===== src/rtl/nco_phase_accumulator.sv =====
// ============================================================================
// Module      : nco_phase_accumulator
// Description : NCO phase accumulator with I/Q phase words, square-wave
//               lock-in references and a per-period wrap strobe. Optional
//               LFSR phase dither enabled by defining PHASE_DITHER_EN.
// Revision    : 1.0 - initial release
// ============================================================================
`default_nettype none

module nco_phase_accumulator #(
  parameter int ACC_W      = 24,
  parameter int FREQ_W     = 20,
  parameter int OUT_W      = 12,
  parameter int FREQ_RESET = 12623
) (
  input  logic              clk,
  input  logic              reset,
  input  logic              tick_en,
  input  logic [FREQ_W-1:0] freq_word,
  input  logic              freq_update_mode,
  input  logic              sync_clear,
  input  logic [OUT_W-1:0]  phase_offset,
  output logic [OUT_W-1:0]  phase_out,
  output logic [OUT_W-1:0]  phase_q_out,
  output logic              ref_i,
  output logic              ref_q,
  output logic              wrap_pulse,
  output logic              out_valid,
  output logic              freq_pending
);

  localparam int               c_FRAC_W  = ACC_W - OUT_W;
  localparam logic [OUT_W-1:0] c_QUARTER = OUT_W'(1) << (OUT_W - 2);

  logic [ACC_W-1:0]  r_acc;
  logic [FREQ_W-1:0] r_active_inc;
  logic              r_s1_valid;
  logic              r_s1_carry;
  logic [OUT_W-1:0]  r_phase;
  logic [OUT_W-1:0]  r_phase_q;
  logic              r_wrap;
  logic              r_valid;

  logic [ACC_W:0]    w_sum;
  logic              w_carry;
  logic              w_adopt;
  logic [OUT_W-1:0]  w_phase_trunc;
  logic [OUT_W-1:0]  w_phase_sum;

  assign w_sum   = {1'b0, r_acc} + (ACC_W+1)'(r_active_inc);
  assign w_carry = w_sum[ACC_W];
  // A zero increment never wraps, so deferred adoption would stall forever.
  assign w_adopt = freq_update_mode | (tick_en & w_carry) | (r_active_inc == '0);

  always_ff @(posedge clk or posedge reset) begin
    if (reset) begin
      r_acc        <= '0;
      r_active_inc <= FREQ_W'(FREQ_RESET);
      r_s1_valid   <= 1'b0;
      r_s1_carry   <= 1'b0;
    end else begin
      r_s1_valid <= tick_en | sync_clear;
      if (sync_clear) begin
        r_acc        <= '0;
        r_active_inc <= freq_word;
        r_s1_carry   <= 1'b0;
      end else begin
        r_s1_carry <= tick_en & w_carry;
        if (tick_en) begin
          r_acc <= w_sum[ACC_W-1:0];
        end
        if (w_adopt) begin
          r_active_inc <= freq_word;
        end
      end
    end
  end

`ifdef PHASE_DITHER_EN
  localparam int c_DITHER_W = (c_FRAC_W < 16) ? c_FRAC_W : 16;

  logic [15:0]      r_lfsr;
  logic [ACC_W-1:0] w_acc_dith;

  // Galois LFSR, taps 16,14,13,11 (right-shifting, mask 0xB400).
  always_ff @(posedge clk or posedge reset) begin
    if (reset) begin
      r_lfsr <= 16'hACE1;
    end else if (tick_en) begin
      r_lfsr <= {1'b0, r_lfsr[15:1]} ^ (r_lfsr[0] ? 16'hB400 : 16'h0000);
    end
  end

  assign w_acc_dith    = r_acc + ACC_W'(r_lfsr[c_DITHER_W-1:0]);
  assign w_phase_trunc = w_acc_dith[ACC_W-1 -: OUT_W];
`else
  assign w_phase_trunc = r_acc[ACC_W-1 -: OUT_W];
`endif

  assign w_phase_sum = w_phase_trunc + phase_offset;

  always_ff @(posedge clk or posedge reset) begin
    if (reset) begin
      r_phase   <= '0;
      r_phase_q <= c_QUARTER;
      r_wrap    <= 1'b0;
      r_valid   <= 1'b0;
    end else begin
      r_valid <= r_s1_valid;
      r_wrap  <= r_s1_carry;
      if (r_s1_valid) begin
        r_phase   <= w_phase_sum;
        r_phase_q <= w_phase_sum + c_QUARTER;
      end
    end
  end

  assign phase_out    = r_phase;
  assign phase_q_out  = r_phase_q;
  assign ref_i        = r_phase[OUT_W-1];
  assign ref_q        = r_phase_q[OUT_W-1];
  assign wrap_pulse   = r_wrap;
  assign out_valid    = r_valid;
  assign freq_pending = (freq_word != r_active_inc);

endmodule

`default_nettype wire


===== config.mk =====
export PLATFORM = sky130hd
export DESIGN_NAME = nco_phase_accumulator
export DESIGN_NICKNAME = d
export VERILOG_FILES = /design/src/rtl/nco_phase_accumulator.sv
export SDC_FILE = /design/constraint.sdc
export NUM_CORES = 1
export LEC_CHECK = 0
export BUFFER_PORTS_ARGS = -buffer_cell sky130_fd_sc_hd__buf_2
export CORE_ASPECT_RATIO = 0.8
export CORE_UTILIZATION = 61
export CTS_BUF_LIST = sky130_fd_sc_hd__clkbuf_4 sky130_fd_sc_hd__clkbuf_8
export CTS_CLUSTER_SIZE = 14
export DETAILED_ROUTE_END_ITERATION = 12
export MAX_ROUTING_LAYER = met4
export PLACE_DENSITY = 0.81
export SLEW_MARGIN = 20
export SYNTH_ARGS = -nofsm -noshare
export SYNTH_HDL_FRONTEND = slang
export SYNTH_SLANG_ARGS = --single-unit

===== constraint.sdc =====
create_clock -name clk -period 6.3 [get_ports clk]
set_input_delay 0.63 -clock clk [delete_from_list [all_inputs] [get_ports clk]]
set_output_delay 0.63 -clock clk [all_outputs]
set_load 0.02 [all_outputs]

Yosys cells after proc, flatten, opt, wreduce, memory -nomap -nowiden
Cells that the tools add are included.
Widths: inputs -> output; s select.

word-level totals
  bits in writable memories = 0
  word-level logic and storage cells = 24
  output and inout port bits = 29
  bits in latches = 0
  bits in registers = 72
  input port bits = 37
  bits in read-only memories = 0
  memories kept = 0

cells by class
  multiply operators = 0
  equality and inequality tests = 1
  shift-type cells = 0
  reduce and logical (&&, ||, !) cells = 3
  div/mod/pow operators = 0
  multiplexer cells = 5
  add/sub/neg operators = 3
  bitwise gates (word level) = 4
  order comparisons = 0

operator list
  operator                count
  $mux 24                 2
  $mux 20                 2
  $add 24x20->25          1
  $logic_not 20->1        1
  $ne 20x20->1            1
  $add 12x11->12 const B  1
  $add 12x12->12          1
  $reduce_bool 2->1       2
  $or 1x1->1              3
  $and 1x1->1             1
  $mux 1                  1

Longest topological paths before layout
  word-level depth = 6
  depth in mapped cells = 10
  mapped depth without buffers = 9

Worst setup path before layout
Ideal clock, no wire load.

  path type = input to register
  start = in phase_offset[0]
  end = reg r_phase_q[11] (netlist: phase_q_out[11])
  data required time = 6.175 ns
  stages on the path = 9
  buffers on the path = 0
  setup slack = 3.794 ns
  setup time = 0.125 ns
  arrival = 2.381 ns
  cell sequence = ha_1 -> inv_1 -> fa_1 -> nor2b_1 -> o31a_1 -> o21ai_1 -> o211ai_1 -> mux2_2 -> mux2_2

between the ends
  cells in the longest elaborated chain, start to end = 2

ends and longest elaborated chain
  item                  line  RTL
  start, declared       22    input logic [OUT_W-1:0] phase_offset,
  $add 12x12->12        100   assign w_phase_sum = w_phase_trunc + phase_offset;
  $add 12x11->12        113   r_phase_q <= w_phase_sum + c_QUARTER;
  end signal, assigned  105   r_phase_q <= c_QUARTER;
  end signal, assigned  113
  end, declared         40    logic [OUT_W-1:0] r_phase_q;

Every way passes these cells.
A chain may end at the register's enable or synchronous reset.

Final worst setup path
  start = reg r_active_inc[0]
  end = reg r_active_inc[11]

between the ends
  cells in the longest elaborated chain, start to end = 5
  elaborated cells between the ends (all ways) = 6
  those cells by class = add/sub (1); bitwise (3); reduce/logical (2)

ends and longest elaborated chain
  item                           line  RTL
  start, declared                36    logic [FREQ_W-1:0] r_active_inc;
  start signal, assigned         58    r_active_inc <= FREQ_W'(FREQ_RESET);
  start signal, assigned         65    r_active_inc <= freq_word;
  start signal, assigned         73    r_active_inc <= freq_word;
  $add 24x20->25                 50    assign w_sum = {1'b0, r_acc} + (ACC_W+1)'(r_active_inc);
  $and 1x1->1                    53    assign w_adopt = freq_update_mode | (tick_en & w_carry) | (r_active_inc == '0);
  $or 1x1->1                     53
  $or 1x1->1 *                   53
  $reduce_bool 2->1 (no line) *  n/a

Every way passes the cells marked *; elsewhere a longest branch is shown, timed or not.

==> out/qor.csv <==
metric,value,unit
Worst Path Max Fanout,20,
"CTS clk-pin slew, worst paths",80,ps
status,finished clean,
Die Y,78.11,um
Avg Inst Size Synth,9.519,um^2
Antenna Nets Post-Route,0,
RSZ-0062 raised after global routing,no,
initial antenna violation count,0,
number of setup buffers added after CTS,0,
Multi-input gate area,0.002613,mm^2
largest cells by area after synthesis,"dfrtp_1 30%, ha_1 8.8%, mux2_1 5.9%",
Register Area,0.001563,mm^2
fin crit period,2727,ps
Worst Setup End Kind,flop,
CTS sink cnt,62,
RR Startpoint,r_active_inc[0]$_DFFE_PP1P_,
Max Clk Rate,0.3667,GHz
Worst Path Required,6540,ps
measured slew at the worst slew-check pin,805.1,ps
Iter 0 DRT Violations,363,
critical path arrival,2970,ps
post-synthesis async set-or-reset flop share,1.000,
die area,0.007587,mm^2
synthesis-to-finish area growth,10.85,%
"Hold-fix buffers, CTS",0,
Critical Path Sink,r_active_inc[11]$_DFFE_PP0P_,
largest net degree at the start of global routing,63,
final hold slack,351.4,ps
Synth Cell Area,0.004417,mm^2
fraction of layout instances using a drive strength above 1,0.2128,
Worst setup SP type,flop,
gr usage total,0.2959,
kind of critical path,reg2reg,
fillers,550,
clock latency on the worst-skew pair,350,ps
Max-Slew Margin vs Limit,0.4633,
IO buf count,65,
CTS tree,yes,
Root Buffer Master,clkbuf_8,
largest area contributor in the netlist,dfrtp_1,
drt wl/cell,17.02,um
core box area,0.006925,mm^2
Vias/cell,6.167,
Routed Wire Length,10280,um
"Hold Violations, Final",0,
DP HPWL,7792,um
worst vdd rail ir drop,0.0001332,V
deepest clock path buffer count,2,
reg2reg path depth,10,
Seq cells post-synth,62,
LEAKAGE,2.251,nW
Routability Congestion,0.9260,
grt ovf,0,
drt drc,0,
clk_skew,9.183,ps
Vias,3725,
H-tree levels,3,
TNS Setup,0,ps
vias in the first global route,3442,
FF-to-FF setup slack,3570,ps
Final Slew Violations,0,
Max-Cap Viols,0,
min-delay src,r_s1_carry$_DFF_PP0_,
Syn Nets,534,
first-pass GRT wire length,17000,um
# rows,27,
sequential area share after synthesis,0.3538,
Final #Nets,582,
period utilization,0.4329,
Initial DRT Pass Iterations,5,
I/O pin count,66,
setup violation total in the final timing report,0,
Yosys top cell area share,0.3003,
Initial Util,0.6378,
Ys Warns,0,
HP Class,reg2reg,
"Gates resized, CTS repair",0,
Syn Inst Count,464,
worst reg2reg endpoint,r_active_inc[11]$_DFFE_PP0P_,
Main synth FF type,dfrtp_1,
DIE WIDTH,97.14,um
PD cells,297.1,mW/mm^2
Antenna diodes,0,
worst setup path startpoint,r_active_inc[0]$_DFFE_PP1P_,
total CTS buffers,9,
synth unique cells,61,
"EDFF count, synth",0,
[worst min path at each step]
stage                                 to  slack [ps]  depth (start not counted)
global route        wrap_pulse$_DFF_PP0_         360                          0
floorplan           wrap_pulse$_DFF_PP0_         330                          0
CTS                 wrap_pulse$_DFF_PP0_         350                          0
global placement    wrap_pulse$_DFF_PP0_         330                          0
finish              wrap_pulse$_DFF_PP0_         350                          0
detailed placement  wrap_pulse$_DFF_PP0_         340                          0
[synth_stat cells (10+ instances only)]
library cell	instances
o21ai_0	12
mux2_1	23
a21oi_1	38
a21o_1	14
nor2_1	33
ha_1	31
nand2_1	31
inv_1	17
dfrtp_1	53
o21ai_1	10
xor2_1	13
buf_4	15
xnor2_1	20
[registers in the layout, indices dropped and copies added, names as in the netlist]
signal        count
r_acc            24
wrap_pulse        1
out_valid         1
r_s1_carry        1
phase_out        12
r_active_inc     20
phase_q_out       2
r_s1_valid        1
[logic make-up (layout without fill, tap and decap cells)]
group	count (synthesis)	in the layout	synth area share
AND/OR/NAND/NOR	130	130	0.1507
AO/OA/AOI/OAI	121	121	0.1824
flip-flops	62	62	0.3538
buffers and inverters	47	100	0.05467
multiplexers	38	38	0.09603
adder cells (fa/ha/maj)	33	33	0.09688
XOR/XNOR	33	33	0.06544
[layout by cell type, fill, tap and decap left out, types with 3 or more instances in the layout]
| master | n |
|---|---|
| clkinvlp_4 | 3 |
| dfstp_2 | 9 |
| a211oi_1 | 6 |
| nand3_1 | 8 |
| buf_2 | 65 |
| clkbuf_8 | 10 |
| nor3_1 | 6 |
| inv_1 | 16 |
| mux2_2 | 8 |
| a21oi_1 | 38 |
| nand3b_1 | 4 |
| mux2_1 | 23 |
| o21ai_0 | 12 |
| ha_1 | 31 |
| nand4_1 | 8 |
| o311ai_1 | 3 |
| or3_1 | 6 |
| and3_1 | 7 |
| xnor2_1 | 20 |
| nor2b_1 | 6 |
| xor2_1 | 13 |
| nand2_1 | 31 |
| nor4_1 | 7 |
| o211ai_1 | 9 |
| o21ai_1 | 10 |
| mux2i_1 | 6 |
| a21o_1 | 14 |
| nand2b_1 | 4 |
| nor2_1 | 33 |
| a31oi_1 | 5 |
| dfrtp_1 | 53 |
| o21a_1 | 3 |
[per-stage QoR]
stage          total power, mW  cells    util  cell area (um^2)  setup WS (ps)
3_5_place_dp             1.084    588  0.6770              4688           3509
6_report                 1.455    604  0.7070              4896           3573
4_1_cts                  1.459    604  0.7070              4896           3574
5_1_grt                  1.543    604  0.7070              4896           3419
3_3_place_gp             1.066    588  0.6770              4688           3563
2_1_floorplan           0.9692    464       -              4417           3794
[per-layer routing]
layer,share of wire,vias up,global-route usage
met5,0,-,-
met2,0.44,131,0.4268
li1,-,1794,-
met4,0.013,0,0.07910
met3,0.072,17,0.07658
met1,0.48,1783,0.4145
[layout make-up]
class / count / share of cell area
inverter: 17 / 0.01303
clock inverter: 6 / 0.01431
timing repair buffer: 67 / 0.06951
clock buffer: 10 / 0.02811
sequential: 62 / 0.3192
multi-input combinational: 355 / 0.5336
tap: 87 / 0.02223
[power breakdown]
part	internal [mW]	leakage [nW]	switching [mW]
Combinational	0.227	1.40	0.338
Sequential	0.464	0.756	0.0578
Clock	0.195	0.0951	0.173
[worst max-delay path, cell delays in order, from the launching register on]
cell      delay (ps)
dfstp_2          590
ha_1             200
inv_1             60
fa_1             390
nand2b_1         200
a21oi_1          230
o21ai_1          140
a21oi_1          180
nor3_2            50
buf_4            210
mux2_1           340
Power figures use the tool's default switching activity.
